File: src/rtl/seq_mac_array.sv
// seq_mac_array: LANES independent signed MAC lanes sharing one valid/ready
// input stream. Each lane accumulates a dot product over a vector delimited
// by in_last. The sum is rounded (half up), arithmetically shifted by SHIFT
// and saturated to DWIDTH. The result sits in a one-entry output buffer.
//
// Ports:
//   clk       rising-edge clock
//   reset     synchronous active-low reset
//   in_a/in_b packed signed operands, lane i at [i*DWIDTH +: DWIDTH]
//   in_valid  input beat valid
//   in_last   beat is the final element of the current vector
//   in_ready  block accepts a beat this cycle (combinational)
//   out_data  packed signed results, same packing as the inputs
//   out_sat   per-lane saturation flag for the delivered vector
//   out_valid out_data/out_sat valid
//   out_ready consumer accepts the result
//
// AWIDTH must be at least 2*DWIDTH; SHIFT must be in 0..AWIDTH-1.
`timescale 1ns/1ps
module seq_mac_array #(
    parameter int unsigned DWIDTH = 8,
    parameter int unsigned AWIDTH = 24,
    parameter int unsigned LANES  = 4,
    parameter int unsigned SHIFT  = 0
) (
    input  logic                      clk,
    input  logic                      reset,
    input  logic [LANES*DWIDTH-1:0]   in_a,
    input  logic [LANES*DWIDTH-1:0]   in_b,
    input  logic                      in_valid,
    input  logic                      in_last,
    output logic                      in_ready,
    output logic [LANES*DWIDTH-1:0]   out_data,
    output logic [LANES-1:0]          out_sat,
    output logic                      out_valid,
    input  logic                      out_ready
);

    localparam int unsigned PW = 2 * DWIDTH;
    localparam int unsigned SW = AWIDTH + 1;

    // Clamp bounds, all expressed at the widened sum width
    localparam logic signed [SW-1:0] ACC_MAX = {2'b00, {(AWIDTH-1){1'b1}}};
    localparam logic signed [SW-1:0] ACC_MIN = {2'b11, {(AWIDTH-1){1'b0}}};
    localparam logic signed [SW-1:0] RES_MAX = {{(SW-DWIDTH+1){1'b0}}, {(DWIDTH-1){1'b1}}};
    localparam logic signed [SW-1:0] RES_MIN = {{(SW-DWIDTH+1){1'b1}}, {(DWIDTH-1){1'b0}}};
    // Half-LSB rounding constant; zero when SHIFT is zero
    localparam logic signed [SW-1:0] RND     = SW'((SW'(1) << SHIFT) >> 1);

    logic                           en_c;
    logic [LANES-1:0][PW-1:0]       prod_q;
    logic                           v1_q;
    logic                           last1_q;
    logic                           mid_q;      // a vector is in progress (inverse of "first")
    logic [LANES-1:0][AWIDTH-1:0]   acc_q;
    logic [LANES-1:0]               sticky_q;

    logic [LANES-1:0][PW-1:0]       prod_c;
    logic [LANES-1:0][AWIDTH-1:0]   acc_nxt_c;
    logic [LANES-1:0]               acc_clip_c;
    logic [LANES-1:0]               res_clip_c;
    logic [LANES*DWIDTH-1:0]        res_c;
    logic signed [SW-1:0]           sum_c [LANES];
    logic signed [SW-1:0]           sat_c [LANES];
    logic signed [SW-1:0]           rnd_c [LANES];

    // Whole pipeline stalls while a result waits on the consumer
    assign en_c     = reset & ~(out_valid & ~out_ready);
    assign in_ready = en_c;

    // Per-lane product, accumulate-with-clamp and round/shift/saturate
    always_comb begin
        prod_c     = '0;
        acc_nxt_c  = '0;
        acc_clip_c = '0;
        res_clip_c = '0;
        res_c      = '0;
        for (int i = 0; i < LANES; i++) begin
            sum_c[i] = '0;
            sat_c[i] = '0;
            rnd_c[i] = '0;
        end
        for (int i = 0; i < LANES; i++) begin
            prod_c[i] = PW'($signed(in_a[i*DWIDTH +: DWIDTH])) *
                        PW'($signed(in_b[i*DWIDTH +: DWIDTH]));

            sum_c[i] = (mid_q ? SW'($signed(acc_q[i])) : '0) + SW'($signed(prod_q[i]));
            sat_c[i] = sum_c[i];
            if (sum_c[i] > ACC_MAX) begin
                sat_c[i]      = ACC_MAX;
                acc_clip_c[i] = 1'b1;
            end else if (sum_c[i] < ACC_MIN) begin
                sat_c[i]      = ACC_MIN;
                acc_clip_c[i] = 1'b1;
            end
            acc_nxt_c[i] = sat_c[i][AWIDTH-1:0];

            // Cannot overflow SW bits: |acc| < 2^(AWIDTH-1) and RND <= 2^(AWIDTH-2)
            rnd_c[i] = (sat_c[i] + RND) >>> SHIFT;
            if (rnd_c[i] > RES_MAX) begin
                res_c[i*DWIDTH +: DWIDTH] = RES_MAX[DWIDTH-1:0];
                res_clip_c[i]             = 1'b1;
            end else if (rnd_c[i] < RES_MIN) begin
                res_c[i*DWIDTH +: DWIDTH] = RES_MIN[DWIDTH-1:0];
                res_clip_c[i]             = 1'b1;
            end else begin
                res_c[i*DWIDTH +: DWIDTH] = rnd_c[i][DWIDTH-1:0];
            end
        end
    end

    // Stage 1 product register, stage 2 accumulators and output buffer
    always_ff @(posedge clk) begin
        if (!reset) begin
            prod_q    <= '0;
            v1_q      <= 1'b0;
            last1_q   <= 1'b0;
            mid_q     <= 1'b0;
            acc_q     <= '0;
            sticky_q  <= '0;
            out_data  <= '0;
            out_sat   <= '0;
            out_valid <= 1'b0;
        end else if (en_c) begin
            prod_q    <= prod_c;
            v1_q      <= in_valid;
            last1_q   <= in_last;
            // en_c implies any pending result is being consumed now
            out_valid <= v1_q & last1_q;
            if (v1_q) begin
                acc_q <= acc_nxt_c;
                mid_q <= ~last1_q;
                if (last1_q) begin
                    out_data <= res_c;
                    out_sat  <= sticky_q | acc_clip_c | res_clip_c;
                    sticky_q <= '0;
                end else begin
                    sticky_q <= sticky_q | acc_clip_c;
                end
            end
        end
    end

endmodule

File: config.mk
export PLATFORM = sky130hd
export DESIGN_NAME = seq_mac_array
export DESIGN_NICKNAME = d
export VERILOG_FILES = /design/src/rtl/seq_mac_array.sv
export SDC_FILE = /design/constraint.sdc
export NUM_CORES = 1
export LEC_CHECK = 0
export ABC_AREA = 1
export BUFFER_PORTS_ARGS = -buffer_cell sky130_fd_sc_hd__buf_2
export CAP_MARGIN = 20
export CORE_UTILIZATION = 30
export CTS_CLUSTER_DIAMETER = 100
export DETAILED_ROUTE_END_ITERATION = 10
export PLACE_DENSITY = 0.56
export SYNTH_ARGS = -nofsm -noshare
export SYNTH_HDL_FRONTEND = slang
export SYNTH_SLANG_ARGS = --single-unit
export TNS_END_PERCENT = 100
File: constraint.sdc
create_clock -name clk -period 6 [get_ports clk]
set_clock_uncertainty 0.15 [all_clocks]
set_input_delay 0 -clock clk [delete_from_list [all_inputs] [get_ports clk]]
set_output_delay 0 -clock clk [all_outputs]
set_load 0.01 [all_outputs]
==> summary.txt, run 1 <==
Run status
  – Status: finished, final reports clean

Global route
  – Initial antenna violation count: 1
  – Gr ovfl total: 0
  – First-pass GRT wire length: 115900 um
  – Vias in the first global route: 22644
  – GRT Util Overall: 16.29%
  – Largest net degree at the start of global routing: 83

CTS
  – CTS Buf Count: 27
  – CTS tree: done
  – Clock transition at the registers of the reported paths: 60 ps
  – Worst-Skew Late Latency: 590 ps
  – CTS H-tree lvls: 1
  – Clock sinks: 204
  – Clk root buf: clkbuf_16
  – Setup bufs post-CTS: 0
  – Clock buffer depth: 3

Final layout
  – Share of layout cells above drive strength 1: 6.619%
  – Area growth, synth to finish: 10.23%
  – Net count, final: 4504
  – Antenna fix cells: 0

Setup path
  – Path depth of the worst reg2reg path: 19
  – Cells along the critical path: dlygate4sd3_1, buf_2, or2_2, fa_1, fa_1, inv_1, fa_1, fa_1, ha_1, inv_1, o31ai_1, inv_1, o21ai_0, nand2_1, a21oi_1, nor2_1, nor2_1, o21ai_0, nand2_1, xor2_1, o21bai_1, inv_1
  – Critical path launch point type: input port
  – CP max-delay cell: fa_1
  – R2R Setup Slk: 1360 ps
  – Worst r2r src: mid_q$_SDFFE_PN0P_
  – Critical path arrival: 4980 ps
  – FF-to-FF End: out_data[11]$_SDFFE_PN0P_
  – CP Max Fanout: 8
  – Critical Path End Type: register
  – Worst EP required: 6310 ps
  – Setup CP Type: in -> reg
  – Slowest stage delay, CP: 540 ps

Routing
  – Drt pass-1 iters: 6
  – Antenna Violating Nets Remaining: 0
  – Routed wire length: 70740 um
  – Residual DRC: 0
  – Via density: 4.522
  – DRT iter0 DRCs: 1528
  – WL/cell: 13.70 um
  – DR vias: 23346

Pwr
  – Leak Pwr: 16.84 nW
  – Power density over the cells: 319.8 nW/um^2
  – Total Power: 9.100 mW
  – Peak VDD IR: 0.2123 mV

Synthesis
  – Synth Area per Inst: 6.510 sq um
  – Sequential area share after synthesis: 15.82%
  – Post-synth EDFFs: 0
  – Library cells used by synthesis: 50
  – Post-Syn Nets: 4470
  – Synth top area cells: nand2_1 19%, fa_1 17%, dfxtp_1 16%
  – Synth Flop Type: dfxtp_1
  – Asr flop ratio synth: 0%
  – Synth warn: 0
  – Syn Inst Count: 3965
  – Synthesized flop and latch total: 204
  – Synth Cell Area: 25810 sq um
  – Most common cell in the netlist: nand2_1
  – Synth cell count leaders: 1320 x nand2_1, 809 x inv_1, 242 x nor2_1, 224 x fa_1, 212 x ha_1
  – Post-synth top area share: 19.20%
  – Dominant cell type by area after synthesis: nand2_1

Worst hold path
  – Hold_sp: in_valid
  – Endpoint, Worst Hold: v1_q$_SDFFE_PN0P_
  – Worst hold path cell count: 4
  – Hold Path Class: in -> reg

Timing
  – Setup TNS: 0 ps
  – RSZ-0062 raised after global routing: no
  – Hold Violations, Final: 0
  – Tcrit/Tclk final: 77.81%
  – Least-Margin Pin Slew: 1083 ps
  – Fmax: 214.2 MHz
  – Slew HR: 27.50%
  – Fin crit period: 4668 ps
  – Slew Limit Fails: 0
  – Final setup vio count: 0

Floorplan
  – Chip Width: 295.3 um
  – Row count: 107
  – Die ar.: 87220 sq um
  – Ports: 107
  – Die height: 295.3 um
  – Starting density of the core: 30.32%
  – Core area: 85150 sq um

Placed design
  – Port buffer count: 106
  – Placer Congestion: 0.9159
  – Dpl hpwl: 56670 um

Flow run
  – MaxCap Viol Count: 0
-- registers in the layout (all words and copies together), names as in the netlist --
| signal | count |
|---|---|
| out_sat | 4 |
| sticky_q | 4 |
| v1_q | 1 |
| out_data | 32 |
| acc_q | 96 |
| out_valid | 1 |
| mid_q | 1 |
| prod_q | 64 |
| last1_q | 1 |
-- cell usage in the layout, fill, tap and decap left out, types with 10 or more instances in the layout --
master and count:
nand2_1 1320, inv_1 809, nor2_1 239, fa_1 224, ha_1 212, dfxtp_1 203, nand3_1 141, o21ai_0 137
a21oi_1 129, buf_2 105, xor2_1 62, xnor2_1 39, a22oi_1 38, o21bai_1 32, or2_2 29, nand4_1 28
dlygate4sd3_1 28, clkbuf_16 27, nor3_1 25, nor2_2 24, nand2_2 22, a22o_1 14, buf_4 13, o31ai_1 12
a31oi_1 10
-- area by class of cell --
class                      instances  area, sq um
clock buffer                      33        718.2
clock inverter                    16        167.7
fill                            9496        56690
inverter                         813         3054
multi-input combinational       2806        18070
sequential                       204         4088
tap                             1144         1431
timing repair buffer             147        923.4
-- stage by stage --
stage,hold slack [ps],utilization (%),area [sq um],std cells,setup slack (ps)
2_1_floorplan,-37.26,-,25810,3965,1568
3_3_place_gp,64.39,32.04,27280,5085,1201
3_5_place_dp,65.71,32.04,27280,5085,1236
4_1_cts,96.89,33.41,28450,5162,1311
5_1_grt,132.4,33.42,28450,5163,894.2
6_report,114.9,33.42,28450,5163,1332
-- how the worst max path moves through the flow --
| stage | start | to | depth (start not counted) |
|---|---|---|---|
| after global placement | in_b[23] | prod_q[46]$_SDFFE_PN0P_ | 22 |
| final | in_a[16] | prod_q[46]$_SDFFE_PN0P_ | 22 |
| after CTS | in_a[16] | prod_q[46]$_SDFFE_PN0P_ | 22 |
| after detailed placement | in_b[23] | prod_q[46]$_SDFFE_PN0P_ | 22 |
| after global routing | in_a[16] | prod_q[46]$_SDFFE_PN0P_ | 22 |
| after floorplan | in_a[16] | prod_q[46]$_SDFFE_PN0P_ | 21 |
-- logic make-up (layout without fill, tap and decap cells) --
logic type / Yosys count / count (layout) / synth area share, %
buffers and inverters: 955 / 1009 / 14.26
DFF: 204 / 204 / 15.82
adders and majority gates: 436 / 436 / 27.65
and+or+nand+nor: 1873 / 1873 / 29.80
xor gates and xnor gates: 101 / 101 / 3.427
AOI/OAI and AO/OA: 396 / 396 / 9.045
-- power by group --
| part | switching, mW | internal (mW) | total (mW) |
|---|---|---|---|
| Combinational | 3.52 | 2.12 | 5.64 |
| Clock | 0.695 | 0.945 | 1.64 |
| Sequential | 0.215 | 1.61 | 1.82 |
| Total | 4.43 | 4.67 | 9.10 |
-- worst max-delay path, delay by kind of cell --
| family | cells | cell delay, ps |
|---|---|---|
| adders and majority gates | 5 | 2400 |
| buffers and inverters | 6 | 910 |
| xor gates and xnor gates | 1 | 60 |
| AOI/OAI and AO/OA | 5 | 910 |
| and+or+nand+nor | 5 | 680 |
-- timing repair --
| action | CTS | global route |
|---|---|---|
| hold buffers | 28 | 0 |
| gates resized for setup | 0 | 0 |
| endpoints found under the hold margin | 73 | 0 |
-- routing by layer --
metal	up-vias	track usage (%)	wire length, um
met3	62	1.624	2887
met5	-	0	13
met2	386	26.55	31130
li1	12081	-	-
met4	2	2.957	1024
met1	10815	23.33	35680
Power figures use the tool's default switching activity.
==> run 2, diff against run 1 <==
- ABC_AREA: 1 -> 0
- clock period: 6 -> 4.31 ns (I/O delays scaled with it)
==> summary.txt, run 2 <==
Flow run
  – MaxCap Viol Count: 0 (unchanged)

Floorplan
  – Core area: 80420 sq um (was 85150 sq um)
  – Die ar.: 82230 sq um (was 87220 sq um)
  – Row count: 104 (was 107)
  – Ports: 107 (unchanged)
  – Starting density of the core: 30.25% (was 30.32%)
  – Chip Width: 286.8 um (was 295.3 um)
  – Die height: 286.8 um (was 295.3 um)

Synthesis
  – Post-synth EDFFs: 0 (unchanged)
  – Synth Cell Area: 24330 sq um (was 25810 sq um)
  – Synth Flop Type: dfxtp_1 (unchanged)
  – Library cells used by synthesis: 98 (was 50)
  – Synth top area cells: fa_1 18%, dfxtp_1 17%, ha_1 11% (was nand2_1 19%, fa_1 17%, dfxtp_1 16%)
  – Post-Syn Nets: 3528 (was 4470)
  – Asr flop ratio synth: 0% (unchanged)
  – Most common cell in the netlist: inv_1 (was nand2_1)
  – Synth Area per Inst: 8.047 sq um (was 6.510 sq um)
  – Dominant cell type by area after synthesis: fa_1 (was nand2_1)
  – Synth cell count leaders: 293 x inv_1, 282 x nand2_1, 257 x and2_1, 226 x a21oi_1, 224 x fa_1 (was 1320 x nand2_1, 809 x inv_1, 242 x nor2_1, 224 x fa_1, 212 x ha_1)
  – Syn Inst Count: 3023 (was 3965)
  – Synthesized flop and latch total: 204 (unchanged)
  – Sequential area share after synthesis: 16.79% (was 15.82%)
  – Post-synth top area share: 18.43% (was 19.20%)
  – Synth warn: 0 (unchanged)

Setup path
  – Path depth of the worst reg2reg path: 15 (was 19)
  – Setup CP Type: reg -> reg (was in -> reg)
  – CP Max Fanout: 7 (was 8)
  – CP max-delay cell: or4_4 (was fa_1)
  – FF-to-FF End: out_data[25]$_SDFFE_PN0P_ (was out_data[11]$_SDFFE_PN0P_)
  – Critical path arrival: 4490 ps (was 4980 ps)
  – R2R Setup Slk: 130 ps (was 1360 ps)
  – Critical path launch point type: register (was input port)
  – Slowest stage delay, CP: 520 ps (was 540 ps)
  – Critical Path End Type: register (unchanged)
  – Worst r2r src: mid_q$_SDFFE_PN0P_ (unchanged)
  – Cells along the critical path: and2_4, ha_2, inv_1, fa_1, nand2b_1, a21o_1, a2111o_1, a211o_1, nand2_1, xnor2_2, or4b_1, or4_4, nand2_2, buf_12, a21oi_1 (was dlygate4sd3_1, buf_2, or2_2, fa_1, fa_1, inv_1, fa_1, fa_1, ha_1, inv_1, o31ai_1, inv_1, o21ai_0, nand2_1, a21oi_1, nor2_1, nor2_1, o21ai_0, nand2_1, xor2_1, o21bai_1, inv_1)
  – Worst EP required: 4620 ps (was 6310 ps)

Routing
  – DR vias: 21597 (was 23346)
  – Antenna Violating Nets Remaining: 0 (unchanged)
  – Residual DRC: 0 (unchanged)
  – DRT iter0 DRCs: 1178 (was 1528)
  – WL/cell: 15.08 um (was 13.70 um)
  – Routed wire length: 66270 um (was 70740 um)
  – Via density: 4.913 (was 4.522)
  – Drt pass-1 iters: 5 (was 6)

Timing
  – Slew Limit Fails: 0 (unchanged)
  – Fin crit period: 4179 ps
  – Setup TNS: 0 ps (unchanged)
  – RSZ-0062 raised after global routing: yes (was no)
  – Fmax: 239.3 MHz
  – Hold Violations, Final: 0 (unchanged)
  – Slew HR: 37.12% (was 27.50%)
  – Least-Margin Pin Slew: 943.2 ps (was 1083 ps)
  – PnR worst setup slack: 131.4 ps (was 1332 ps)
  – Min Hold Slack: 21.65 ps (was 114.9 ps)
  – Tcrit/Tclk final: 96.95%
  – Final setup vio count: 0 (unchanged)

Global route
  – Initial antenna violation count: 2 (was 1)
  – Largest net degree at the start of global routing: 144 (was 83)
  – Gr ovfl total: 0 (unchanged)
  – GRT Util Overall: 16.14% (was 16.29%)
  – First-pass GRT wire length: 110400 um (was 115900 um)
  – Vias in the first global route: 21389 (was 22644)

CTS
  – Clock buffer depth: 3 (unchanged)
  – Clock transition at the registers of the reported paths: 60 ps (about the same)
  – CTS H-tree lvls: 1 (unchanged)
  – Clock sinks: 204 (unchanged)
  – Clk root buf: clkbuf_16 (unchanged)
  – Worst-Skew Late Latency: 570 ps (was 590 ps)
  – CTS tree: done (unchanged)
  – CTS Buf Count: 25 (was 27)

Worst hold path
  – Endpoint, Worst Hold: prod_q[1]$_SDFFE_PN0P_ (was v1_q$_SDFFE_PN0P_)
  – Hold Path Class: in -> reg (unchanged)
  – Worst hold path cell count: 6 (was 4)
  – Hold_sp: in_a[1] (was in_valid)

Final layout
  – Largest register FFs: 96 (unchanged)
  – Most common cell after layout, fill and taps aside: inv_1 (was nand2_1)
  – Most frequent cells in the layout: 293 x inv_1, 280 x nand2_1, 272 x buf_4, 255 x and2_1, 224 x fa_1 (was 1320 x nand2_1, 809 x inv_1, 239 x nor2_1, 224 x fa_1, 212 x ha_1)
  – Largest register by flop count: acc_q (unchanged)
  – Share of layout cells above drive strength 1: 15.47% (was 6.619%)
  – Top flop regs: acc_q: 96 flops, prod_q: 64 flops, out_data: 32 flops (unchanged)
  – Net count, final: 3821 (was 4504)
  – Area growth, synth to finish: 19.68% (was 10.23%)

Pwr
  – Switch share: 42.59% (was 48.67%)
  – Power density over the cells: 464.7 nW/um^2 (was 319.8 nW/um^2)
  – Leak Pwr: 13.41 nW (was 16.84 nW)
  – Peak VDD IR: 0.3138 mV (was 0.2123 mV)
  – Sequential Power Share: 18.7% (was 20.0%)
  – Internal Power: 7.768 mW (was 4.671 mW)
  – Power share of the combinational group: 63.1% (was 62.0%)
  – Sw Pwr: 5.763 mW (was 4.429 mW)
  – Clock power share: 18.2% (was 18.0%)

Placed design
  – Placer Congestion: 0.8919 (was 0.9159)
  – Dpl hpwl: 52890 um (was 56670 um)
  – Port buffer count: 106 (unchanged)
  – Pre-CTS setup slack: -337.2 ps (was 1236 ps)

Run status
  – Status: finished, final reports clean (unchanged)
==> run 2: worst max-delay path: cells and delay by family (launching register included) <==
kind / cells / cell delay [ps]
XOR/XNOR: 1 / 130
adder cells (fa/ha/maj): 2 / 570
flip-flops: 1 / 420
buffers and inverters: 2 / 190
AND/OR/NAND/NOR: 6 / 1540
AO/OA/AOI/OAI: 4 / 1080
==> run 2: per-layer routing <==
layer,global-route usage [%],vias to the layer above,wire length (um)
met3,1.884,54,2887
met5,0,-,17
met4,2.859,2,973
li1,-,10952,-
met2,24.98,363,28170
met1,24.08,10226,34220
==> run 2: power by group through the flow <==
stage / logic [mW] / registers [mW] / clock network, mW
CTS: 8.49 / 2.53 / 2.52
detailed placement: 8.41 / 2.57 / 0
finish: 8.54 / 2.53 / 2.46
floorplan: 6.01 / 2.45 / 0
global placement: 8.34 / 2.56 / 0
global route: 9.76 / 2.58 / 2.59
==> run 2: cell families after synthesis <==
logic type | synth area share, %
AND/OR/NAND/NOR | 23.02
adder cells (fa/ha/maj) | 30.37
flip-flops | 16.79
AO/OA/AOI/OAI | 18.71
multiplexers | 0.4320
buffers and inverters | 6.835
XOR/XNOR | 3.852
==> run 2: area by class of cell <==
| type | count | area, sq um |
|---|---|---|
| Fill cell | 8505 | 51300 |
| Multi-Input combinational cell | 2388 | 18770 |
| Sequential cell | 204 | 4088 |
| Timing Repair Buffer | 403 | 2873 |
| Tap cell | 1060 | 1326 |
| Inverter | 294 | 1104 |
| Clock buffer | 32 | 711.9 |
| Clock inverter | 14 | 242.7 |
| Antenna cell | 1 | 2.502 |
==> run 2: through the flow <==
stage	instances	power [mW]	instance area, sq um	utilization [%]
after floorplan	3023	8.467	24330	-
after global placement	4328	10.91	27770	34.54
after detailed placement	4328	10.98	27770	34.54
after CTS	4392	13.55	28920	35.96
after global routing	4396	14.93	29120	36.21
final	4396	13.53	29120	36.21
==> run 2: how the worst max path moves through the flow <==
| stage | from | slack [ps] | cells past startpoint | end |
|---|---|---|---|---|
| after global routing | mid_q$_SDFFE_PN0P_ | -10 | 15 | out_sat[2]$_SDFFE_PN0P_ |
| final | mid_q$_SDFFE_PN0P_ | 130 | 15 | out_data[25]$_SDFFE_PN0P_ |
| after global placement | in_b[15] | -330 | 19 | prod_q[30]$_SDFFE_PN0P_ |
| after floorplan | in_b[15] | -20 | 18 | prod_q[30]$_SDFFE_PN0P_ |
| after detailed placement | in_b[28] | -340 | 19 | prod_q[62]$_SDFFE_PN0P_ |
| after CTS | mid_q$_SDFFE_PN0P_ | 10 | 15 | out_data[29]$_SDFFE_PN0P_ |
==> run 2: repair_timing <==
action                                  in CTS  in global routing
setup buffers                                0                  3
endpoints found under the setup margin       7                 38
endpoints found under the hold margin       96                  0
gates resized for setup                      2                 45
gates cloned                                 0                  0
pin swaps                                    0                 10
hold buffers                                18                  0
==> run 3, diff against run 2 <==
- REMOVE_ABC_BUFFERS: unset -> 1
==> summary.txt, run 3 (synthesis results as in run 2) <==
Final layout
  – Register area: 4088 sq um (unchanged)
  – Cell Count, Final, Fillers Out: 4350 (was 4396)
  – Multi-input gate area: 18840 sq um (was 18770 sq um)
  – Net count, final: 3777 (was 3821)
  – Fill count: 8479 (was 8505)
  – Final Cell Area: 28760 sq um (was 29120 sq um)
  – Antenna fix cells: 0 (was 1)
  – Most common cell after layout, fill and taps aside: inv_1 (unchanged)
  – Area growth, synth to finish: 18.20% (was 19.68%)
  – Largest register FFs: 96 (unchanged)
  – Most frequent cells in the layout: 293 x inv_1, 279 x nand2_1, 256 x and2_1, 231 x buf_4, 223 x fa_1 (was 293 x inv_1, 280 x nand2_1, 272 x buf_4, 255 x and2_1, 224 x fa_1)
  – Top flop regs: acc_q: 96 flops, prod_q: 64 flops, out_data: 32 flops (unchanged)
  – Share of layout cells above drive strength 1: 14.50% (was 15.47%)
  – Largest register by flop count: acc_q (unchanged)
  – Core Util, Final: 35.76% (was 36.21%)

Global route
  – GRT Util Overall: 15.99% (was 16.14%)
  – Largest net degree at the start of global routing: 138 (was 144)
  – Initial antenna violation count: 0 (was 2)
  – Gr ovfl total: 0 (unchanged)
  – First-pass GRT wire length: 109300 um (was 110400 um)
  – Vias in the first global route: 21441 (was 21389)

Routing
  – Routed wire length: 65510 um (was 66270 um)
  – Routed wl met2: 29470 um (was 28170 um)
  – Residual DRC: 0 (unchanged)
  – Antenna Violating Nets Remaining: 0 (unchanged)
  – DR top layer: met4 (was met5)
  – Drt pass-1 iters: 5 (unchanged)
  – WL/cell: 15.06 um (was 15.08 um)
  – DR vias: 21382 (was 21597)
  – Met1 Wirelength: 32900 um (was 34220 um)
  – Via density: 4.915 (was 4.913)
  – DRT iter0 DRCs: 1176 (was 1178)
  – Metal3 WL: 1996 um (was 2887 um)

Setup path
  – R2R Setup Slk: 70 ps (was 130 ps)
  – Worst r2r src: mid_q$_SDFFE_PN0P_ (unchanged)
  – Path depth of the worst reg2reg path: 15 (unchanged)
  – Setup CP Type: reg -> reg (unchanged)
  – Critical path origin: mid_q$_SDFFE_PN0P_ (unchanged)
  – Critical Path End Type: register (unchanged)
  – CP Max Fanout: 8 (was 7)
  – FF-to-FF End: out_data[14]$_SDFFE_PN0P_ (was out_data[25]$_SDFFE_PN0P_)
  – Critical path launch point type: register (unchanged)
  – Worst EP required: 4630 ps (was 4620 ps)
  – Critical path arrival: 4560 ps (was 4490 ps)

Timing
  – Tcrit/Tclk final: 98.36% (was 96.95%)
  – PnR worst setup slack: 70.51 ps (was 131.4 ps)
  – Hold Violations, Final: 0 (unchanged)
  – Slew HR: 35.09% (was 37.12%)
  – Least-Margin Pin Slew: 973.6 ps (was 943.2 ps)
  – RSZ-0062 raised after global routing: yes (unchanged)
  – Fin crit period: 4239 ps (was 4179 ps)
  – Fmax: 235.9 MHz (was 239.3 MHz)
  – Min Hold Slack: 31.74 ps (was 21.65 ps)
  – Slew Limit Fails: 0 (unchanged)
  – Setup TNS: 0 ps (unchanged)
  – Final setup vio count: 0 (unchanged)

Pwr
  – Leak Pwr: 13.15 nW (was 13.41 nW)
  – Total Power: 13.07 mW (was 13.53 mW)
  – Power density over the cells: 454.6 nW/um^2 (was 464.7 nW/um^2)
  – Peak VDD IR: 0.2611 mV (was 0.3138 mV)

Worst hold path
  – Hold Path Class: in -> reg (unchanged)
  – Endpoint, Worst Hold: prod_q[1]$_SDFFE_PN0P_ (unchanged)
  – Worst hold path cell count: 6 (unchanged)
  – Hold_sp: in_a[1] (unchanged)

Flow run
  – MaxCap Viol Count: 0 (unchanged)

CTS
  – CTS tree: done (unchanged)
  – Clock sinks: 204 (unchanged)
  – Clock transition at the registers of the reported paths: 60 ps (about the same)
  – CTS Buf Count: 26 (was 25)
  – CTS H-tree lvls: 1 (unchanged)
  – Clk root buf: clkbuf_16 (unchanged)
  – Worst-Skew Late Latency: 580 ps (was 570 ps)
  – Clock buffer depth: 3 (unchanged)

Placed design
  – Pre-CTS setup slack: -335.3 ps (was -337.2 ps)
  – Cell Area, Placed: 27420 sq um (was 27770 sq um)
  – Dpl hpwl: 51980 um (was 52890 um)
  – Placed Cells: 4283 (was 4328)
  – Port buffer count: 106 (unchanged)
  – Placer Congestion: 0.8874 (was 0.8919)

Floorplan
  – Die height: 286.8 um (unchanged)
  – Ports: 107 (unchanged)
  – Starting density of the core: 30.25% (unchanged)
  – Die ar.: 82230 sq um (unchanged)
  – Chip Width: 286.8 um (unchanged)
  – Core area: 80420 sq um (unchanged)
  – Row count: 104 (unchanged)

Run status
  – Status: finished, final reports clean (unchanged)
-- run 3: changes by cell type in the layout (fill, tap and decap cells not counted), sizes merged --
cell         delta
buf            -46
bufinv          -3
clkbuf          +4
clkinv          -3
clkinvlp        +3
diode           -1
dlygate4sd3     +1
inv             -1
-- run 3: worst max path at each step --
stage / to
2_1_floorplan: out_data[16]$_SDFFE_PN0P_
3_3_place_gp: prod_q[31]$_SDFFE_PN0P_
3_5_place_dp: prod_q[62]$_SDFFE_PN0P_
4_1_cts: out_sat[2]$_SDFFE_PN0P_
5_1_grt: out_data[14]$_SDFFE_PN0P_
6_report: out_data[14]$_SDFFE_PN0P_
-- run 3: cell type report --
class	instances	area share, %
multi-input cells	2388	65.53
flip-flops and latches	204	14.22
repair buffers	358	8.698
well taps	1060	4.612
inverters	294	3.838
clock buffers	36	2.602
clock inverters	10	0.5004
-- run 3: layer usage --
layer / global-route usage, % / up-vias
met5: 0 / -
met4: 3.258 / 0
met3: 1.002 / 69
met2: 26.50 / 296
met1: 22.81 / 10175
li1: - / 10842
-- run 3: what timing repair did --
item | in CTS | in global routing
pin swaps | 0 | 4
setup endpoints to repair | 15 | 39
setup buffers | 0 | 2
gates resized for setup | 2 | 55
hold buffers | 19 | 0
hold endpoints to repair | 37 | 0
-- run 3: power by group --
group	switching, mW	total, mW	internal, mW
clock	0.895	2.28	1.39
sequential	0.251	2.51	2.26
combinational	4.46	8.28	3.82
-- run 3: worst max-delay path, cell delays in order, from the launching register on --
cell and delay, ps:
dfxtp_4 390, buf_4 190, buf_4 180, buf_4 160
and2_1 130, ha_1 370, nand2_1 130, o21ai_1 330
nand3_2 220, a211oi_2 300, o21a_2 230, nand2_1 50
or4_1 450, a2111o_1 400, nor2b_4 170, o31a_1 290
